`src/rtl/ufp_if.sv`:
```
// Unsigned fixed-point sample: WL = IW integer bits + QW fraction bits.
interface ufp_if #(
  parameter int IW = 8,
  parameter int QW = 8
);
  localparam int WL = IW + QW;

  logic [WL-1:0] val;

  // Producer side drives the sample, consumer side reads it.
  modport master (output val);
  modport slave  (input  val);
  // Consumer view used by converters.
  modport in     (input  val);
endinterface

```
`src/rtl/ufp_to_float.sv`:
```
// Iterative unsigned fixed-point to IEEE-754 float converter.
// Normalizes one bit per cycle, then rounds to nearest, ties to even.
// Output has sign 0, no subnormals, infinities or NaNs.
module ufp_to_float #(
  parameter int unsigned EW = 8,
  parameter int unsigned MW = 23
) (
  input  logic           clk,
  input  logic           rst,
  input  logic           in_valid,
  output logic           in_ready,
  ufp_if.in              fp,
  output logic           out_valid,
  input  logic           out_ready,
  output logic [EW+MW:0] out_bits,
  output logic           out_inexact
);

  localparam int WL   = $bits(fp.val);
  localparam int QW   = fp.QW;
  localparam int BIAS = (2 ** (EW - 1)) - 1;
  localparam int SW   = MW + 1;                     // significand incl. hidden bit
  localparam int XW   = (WL > SW + 2) ? WL : SW + 2; // room for sig, guard, sticky
  localparam int LZW  = $clog2(WL + 1);
  localparam int EXP_TOP = WL - 1 - QW + BIAS;      // biased exponent when lz == 0

  // Exponent range must fit the normal float range for every input.
  if (WL - 1 - QW + BIAS > (2 ** EW) - 2) begin : g_chk_ovf
    $error("ufp_to_float: exponent overflow possible for this WL/QW/EW");
  end
  if (BIAS - QW < 1) begin : g_chk_sub
    $error("ufp_to_float: subnormal results possible for this QW/EW");
  end

  localparam logic [1:0] IDLE  = 2'd0;
  localparam logic [1:0] NORM  = 2'd1;
  localparam logic [1:0] ROUND = 2'd2;
  localparam logic [1:0] DONE  = 2'd3;

  logic [1:0]     state_q, state_d;
  logic [WL-1:0]  sreg_q, sreg_d;
  logic [LZW-1:0] lz_q, lz_d;
  logic [EW+MW:0] bits_q, bits_d;
  logic           inexact_q, inexact_d;

  logic [XW-1:0]  ext;
  logic [SW-1:0]  sig;
  logic           guard;
  logic           sticky;
  logic           inc;
  logic           carry;
  logic [MW-1:0]  frac_v;
  logic [EW-1:0]  exp_v;

  assign in_ready    = (state_q == IDLE) && !rst;
  assign out_valid   = (state_q == DONE);
  assign out_bits    = bits_q;
  assign out_inexact = inexact_q;

  // Rounding datapath: left-align the normalized register so that short
  // words get zero padding and guard/sticky always exist.
  always_comb begin
    ext    = XW'(sreg_q) << (XW - WL);
    sig    = ext[XW-1 -: SW];
    guard  = ext[XW-1-SW];
    sticky = |ext[XW-2-SW:0];
    inc    = guard && (sticky || sig[0]);
    // An all-ones significand rolls over to 1.000... and bumps the exponent.
    carry  = inc && (&sig);
    frac_v = sig[MW-1:0] + MW'(inc);
    exp_v  = EW'(EXP_TOP) - EW'(lz_q) + EW'(carry);
  end

  // Next-state and result logic for the conversion FSM.
  always_comb begin
    state_d   = state_q;
    sreg_d    = sreg_q;
    lz_d      = lz_q;
    bits_d    = bits_q;
    inexact_d = inexact_q;
    case (state_q)
      IDLE: begin
        if (in_valid) begin
          sreg_d = fp.val;
          lz_d   = '0;
          // Zero skips normalization; ROUND emits the all-zero pattern.
          state_d = (fp.val == '0) ? ROUND : NORM;
        end
      end
      NORM: begin
        if (sreg_q[WL-1]) begin
          state_d = ROUND;
        end else begin
          sreg_d = sreg_q << 1;
          lz_d   = lz_q + LZW'(1);
        end
      end
      ROUND: begin
        // A nonzero value is always normalized here, so zero means zero input.
        if (sreg_q == '0) begin
          bits_d    = '0;
          inexact_d = 1'b0;
        end else begin
          bits_d    = {1'b0, exp_v, frac_v};
          inexact_d = guard || sticky;
        end
        state_d = DONE;
      end
      DONE: begin
        if (out_ready) begin
          state_d = IDLE;
        end
      end
      default: state_d = IDLE;
    endcase
  end

  // State registers with synchronous reset that aborts any conversion.
  always_ff @(posedge clk) begin
    if (rst) begin
      state_q   <= IDLE;
      sreg_q    <= '0;
      lz_q      <= '0;
      bits_q    <= '0;
      inexact_q <= 1'b0;
    end else begin
      state_q   <= state_d;
      sreg_q    <= sreg_d;
      lz_q      <= lz_d;
      bits_q    <= bits_d;
      inexact_q <= inexact_d;
    end
  end

endmodule

```
`src/flat_wrapper.sv`:
```
// flat-port wrapper written by rule: the top's interface ports become plain ports
module ufp_to_float_flat 
#(
  parameter int unsigned EW = 8,
  parameter int unsigned MW = 23
)
  (clk, rst, in_valid, in_ready, out_valid, out_ready, out_bits, out_inexact, fp_val);
  ufp_if #(.IW(8), .QW(8)) fp_i ();
  input  logic clk;
  input  logic rst;
  input  logic in_valid;
  output logic in_ready;
  output logic out_valid;
  input  logic out_ready;
  output logic [EW+MW:0] out_bits;
  output logic out_inexact;
  input wire logic [$bits(fp_i.val)-1:0] fp_val;
  assign fp_i.val = fp_val;
  ufp_to_float #(.EW(EW), .MW(MW)) u_core (.clk(clk), .rst(rst), .in_valid(in_valid), .in_ready(in_ready), .fp(fp_i), .out_valid(out_valid), .out_ready(out_ready), .out_bits(out_bits), .out_inexact(out_inexact));
endmodule
```
`config.mk`:
```
export PLATFORM = sky130hd
export DESIGN_NAME = ufp_to_float_flat
export DESIGN_NICKNAME = d
export VERILOG_FILES = /design/src/rtl/ufp_if.sv /design/src/rtl/ufp_to_float.sv /design/src/flat_wrapper.sv
export SDC_FILE = /design/constraint.sdc
export NUM_CORES = 1
export LEC_CHECK = 0
export CAP_MARGIN = 20
export CORE_AREA = 2 2 101 54
export CTS_BUF_LIST = sky130_fd_sc_hd__clkbuf_8
export CTS_CLUSTER_DIAMETER = 200
export DETAILED_ROUTE_END_ITERATION = 8
export DIE_AREA = 0 0 103 56
export MAX_ROUTING_LAYER = met4
export PLACE_DENSITY_LB_ADDON = 0.1
export SETUP_SLACK_MARGIN = 0.05
export SLEW_MARGIN = 20
export SYNTH_ARGS = -nofsm -noshare
export SYNTH_HDL_FRONTEND = slang
export SYNTH_SLANG_ARGS = --single-unit
```
`constraint.sdc`:
```
create_clock -name clk -period 4.2 [get_ports clk]
set_clock_uncertainty 0.15 [all_clocks]
set_input_delay 0.84 -clock clk [delete_from_list [all_inputs] [get_ports clk]]
set_output_delay 0.84 -clock clk [all_outputs]
set_load 0.01 [all_outputs]
```
After elaboration in Yosys (flattened, before gate mapping)
Index checks and enable logic that the tools add are counted.

operators by class
  eq/ne operators = 7
  $add $sub $neg = 2
  muxes and demuxes = 12
  reduce and logical (&&, ||, !) cells = 9

operators by type and width
  cell                 count
  $logic_not 16->1     2
  $mux 16              2
  $pmux 16 s2          1
  $mux 31              1
  $mux 5               2
  $pmux 5 s2           1
  $mux 2               4
  $pmux 2 s4           1
  $sub 8x5->8 const A  1
  $reduce_and 3->1     2
  $add 5x1->5 const B  1
  $eq 2x2->1 const B   2
  $ne 2x1->1 const B   2
  $ne 2x2->1 const B   2
  $eq 2x1->1 const B   1
  $logic_not 2->1      1
  $reduce_and 2->1     1
  $reduce_bool 2->1    1
  $logic_and 1x1->1    1
  $logic_not 1->1      1

word-level totals
  bits of input ports = 20
  register bits = 55

Logic depth before layout (Yosys ltp)
  depth after elaboration = 4
  depth in mapped cells = 7

Worst setup path after synthesis
No wires, ideal clock.

  kind = input -> output
  start point = input rst
  end point = output in_ready
  arrival time = 1.211 ns
  stages = 2
  path buffers = 1
  setup slack = 1.999 ns
  cell sequence = clkbuf_1 nor2b_1

between the ends
  cells in the longest elaborated chain, start to end = 2

RTL lines
  item               line                source
  from (decl)        flat_wrapper.sv:10  input logic rst;
  $logic_not 1->1    ufp_to_float.sv:55  assign in_ready = (state_q == IDLE) && !rst;
  $logic_and 1x1->1  ufp_to_float.sv:55
  to (decl)          flat_wrapper.sv:12  output logic in_ready;

Every way passes these cells.

Worst setup path in the final report
Ends and elaborated chain as after synthesis.

==> reports/summary.md <==
The run finished with clean final reports. The repair_antennas step left the layout with diodes totalling 0. The largest individual stage delay along the critical path comes from the cell clkdlybuf4s50_1.

Routed signal wires occupy layers up through met4. In this run the worst path has a maximum fanout of 2. In this run switching power makes up 35.23% of total power. Setup repair after global routing left no endpoint under its margin.

Yosys printed 0 warnings. The run gives 2715 sq um as the design area. Number of rows created at floorplan: 18. The number of flip-flops and latches in the synthesized netlist was 46. The count of different cell masters after synthesis was 36; the mean area per synthesized cell was 9.071 sq um. TritonCTS built the clock tree.

The die is 56 um tall. Via count of the first global-routing pass: 1587. The run gives 7721 um as the global-route wire length before repair. The number of max-slew violations in the final report is 0.

The power per cell area was 591.3 nW/um^2; the area added between synthesis and finish was 26.83%. The routed length on met2 is 1953 um, and the number of remaining DRC errors is 0. Setup total negative slack on the finished layout was measured at 0 ps. Using the TritonRoute via totals, the vias-per-cell ratio works out to 5.061.

The total global-route track usage was 17.60%. The floorplan step defined a die boundary enclosing 5768 sq um. The pin slew with the least headroom to its limit is 772.9 ps.

In this run, the clock network consumes 25.2% of the power. The kind of critical path was input port to output port. Measured against its own limit, the worst slew margin works out to 48.47%.

In this run the horizontal extent of the chip is 103 um. STA puts the critical path data required time at 3210 ps. The final critical-path required period was 2905 ps; the amount of wire on met3 after detailed routing was 247 um. The run gives 43.02% as the sequential element share of the synthesized area. Launching element type of the critical path: an input port. The logs give 0 for the number of violations of the max-capacitance limit and 299 for the number of nets at the end of the flow. The run gives 0 as the number of antenna violations at the first check in global routing.

In this run, the number of DRC markers left after iteration 0 of detailed routing was 121. The combinational group share of total power was 36.5%. The leading area contributor after synthesis was dfxtp_1. The most numerous cell on the critical path is clkdlybuf4s50_1.

The longest clock path from root to sink contains 2 buffers. Global routing finished with a remaining overflow of 0. After legalization and detailed placement, the total HPWL measured 3199 um. Pin placement for this block handled 55 I/O pins.

The placed instances occupy a cell area of 2572 sq um. STA classifies the critical path endpoint as an output port. The min-delay analysis places its worst path in the category register to register. The port buffer count is 44.

The number of instances in the synthesized netlist is 236, and the leakage power of the design is 0.9819 nW. The sink count of the clock tree came out at 46. The number of gates resized after cts came out at 0. Based on the critical path, the design can be clocked at up to 344.2 MHz.

The met1 wire length was 2432 um; the biggest cell delay along the critical path was 540 ps. The detailed-route via count was 1746; the routability-driven placement congestion ratio was 0.7976. Once the clock tree was built, the setup fixing pass inserted 0 buffers. Final wirelength: 4679 um.

The number of fill cells in the layout was 462; the clock-pin slew on the worst setup and hold paths was 90 ps. Entering global routing, the biggest net connects 47 pins. The number of search-and-repair iterations in the first detailed-routing pass came out at 6. Dividing the detail-routed wire length by the instance count gives 13.56 um.

The H-tree generated during clock tree synthesis spans 2 levels. Dividing the final minimum period by the clock period gives 69.17%. The share of synthesized area in the top cell type comes to 43.02%. The TritonCTS buffer count was 5. The critical path goes through clkdlybuf4s50_1 > nor2b_1 > clkdlybuf4s50_1. After clock tree synthesis, the flow added hold-fix buffers numbering 0.

The logs give 290 ps for the clock latency reported for the late side of the worst-skew pair and 0 for the number of nets with antenna violations after detailed routing. The worst vdd rail ir drop came out at 199.4 uV. The synthesized netlist occupies a cell area of 2141 sq um. Data arrives at the worst endpoint at 1920 ps. For this design the total switching power over the nets is 0.5656 mW. The share of total power dissipated in sequential elements is 38.3%.

The logs give 0 for the final-report setup violation count and 1.040 mW for the total internal power. The starting density of the core is 44.42%, and the core area is 4820 sq um. Yosys attributes the largest share of cell area to dfxtp_1 (43%), mux2i_1 (7.5%), nor2_1 (6.3%), nand2b_1 (5.3%), nand3b_1 (4.6%). The number of hold violations in the final report was 0.

Clock tree synthesis selected as its root buffer the cell clkbuf_8. The ratio of cells with drive above 1 in the final layout works out to 4.364%.
## synth_stat cells
cell type,number
a2111oi_0,1
a21o_1,2
a222oi_1,6
and3_1,1
a21oi_1,13
ha_1,5
nor2b_1,1
nand4_1,3
a22oi_1,2
dfxtp_1,46
xor2_1,2
o21a_1,2
a311oi_1,8
nand2b_1,18
nor2_1,36
and2b_1,1
clkbuf_1,9
or2_2,1
nor4_1,7
nand2_1,3
a21oi_4,1
o21ai_0,2
nand3_1,6
nor3_1,6
a211oi_1,1
a211o_1,1
buf_6,2
mux2i_1,16
buf_1,1
buf_2,2
conb_1,1
buf_4,10
xnor2_1,1
inv_1,5
o22ai_1,1
nand3b_1,13
## kinds of logic after synthesis
logic type,share of synthesized area [%]
and+or+nand+nor,23.61
DFF,43.02
AOI/OAI and AO/OA,13.91
buffers and inverters,7.656
muxes,7.481
adders and majority gates,2.922
xor gates and xnor gates,1.228
other,0.1752
## sequential cells by signal (all words and copies together) (netlist names)
signal and flops:
u_core.lz_q 5, u_core.sreg_q 16, u_core.state_q 2, u_core.out_bits 23
## worst paths after layout
| kind | to | from | cells after the start | slack [ps] |
|---|---|---|---|---|
| hold / removal | u_core.out_bits[29] | u_core.out_bits[29] | 2 | 320 |
| setup reg to reg | u_core.sreg_q[6] | u_core.state_q[1] | 6 | 1670 |
| setup / recovery | in_ready | rst | 3 | 1290 |
| hold reg to reg | u_core.out_bits[29] | u_core.out_bits[29] | 2 | 320 |
## metal layers
metal / vias to the layer above / global-route usage (%)
met5: - / -
met4: 0 / 6.203
met3: 6 / 4.397
li1: 893 / -
met2: 55 / 24.21
met1: 792 / 24.83
## power by group through the flow
stage / sequential (mW) / clock (mW) / combinational, mW
finish: 0.615 / 0.404 / 0.586
detailed placement: 0.624 / 0 / 0.584
floorplan: 0.602 / 0 / 0.460
global route: 0.631 / 0.433 / 0.654
global placement: 0.622 / 0 / 0.573
CTS: 0.614 / 0.415 / 0.586
## cell type report
type,count,area (sq um),share of cell area [%]
Sequential cell,46,920.9,33.92
Clock inverter,2,60.06,2.212
Multi-Input combinational cell,170,1090,40.14
Clock buffer,6,82.58,3.041
Timing Repair Buffer,46,455.4,16.77
Inverter,5,18.77,0.6912
Tap cell,70,87.58,3.226
## worst max-delay path, delay by kind of cell
family	cells	cell delay, ps
buffers and inverters	2	970
AND/OR/NAND/NOR	1	110
## cell usage in the layout, fill, tap and decap left out
cell / netlist / layout
a21o_1: 2 / 2
dfxtp_1: 46 / 46
o22ai_1: 1 / 1
a22oi_1: 2 / 2
a2111oi_0: 1 / 1
nor4_1: 7 / 7
a21oi_1: 13 / 13
xor2_1: 2 / 2
nor3_1: 6 / 6
a222oi_1: 6 / 6
nand3b_1: 13 / 13
nor2_1: 36 / 36
or2_2: 1 / 1
nand4_1: 3 / 3
a21oi_4: 1 / 1
conb_1: 1 / 10
nand2b_1: 18 / 18
inv_1: 5 / 5
xnor2_1: 1 / 1
clkbuf_8: 0 / 6
bufinv_16: 0 / 2
o21ai_0: 2 / 2
and2b_1: 1 / 1
buf_4: 10 / 2
a311oi_1: 8 / 8
nor2b_1: 1 / 1
nand2_1: 3 / 3
clkdlybuf4s50_1: 0 / 44
and3_1: 1 / 1
ha_1: 5 / 5
mux2i_1: 16 / 16
a211oi_1: 1 / 1
o21a_1: 2 / 2
a211o_1: 1 / 1
nand3_1: 6 / 6
## per-stage QoR
| step | hold slack, ps | power [mW] | setup slack (ps) | instances | util [%] |
|---|---|---|---|---|---|
| final | 320.5 | 1.605 | 1295 | 345 | 56.33 |
| after global routing | 333.6 | 1.719 | 1220 | 345 | 56.33 |
| after CTS | 321.8 | 1.614 | 1285 | 345 | 56.33 |
| after detailed placement | 307.9 | 1.208 | 1285 | 337 | 53.37 |
| after global placement | 305.1 | 1.195 | 1289 | 337 | 53.37 |
| after floorplan | 331.1 | 1.062 | 1999 | 245 | - |
(Power assumes the default switching activity.)
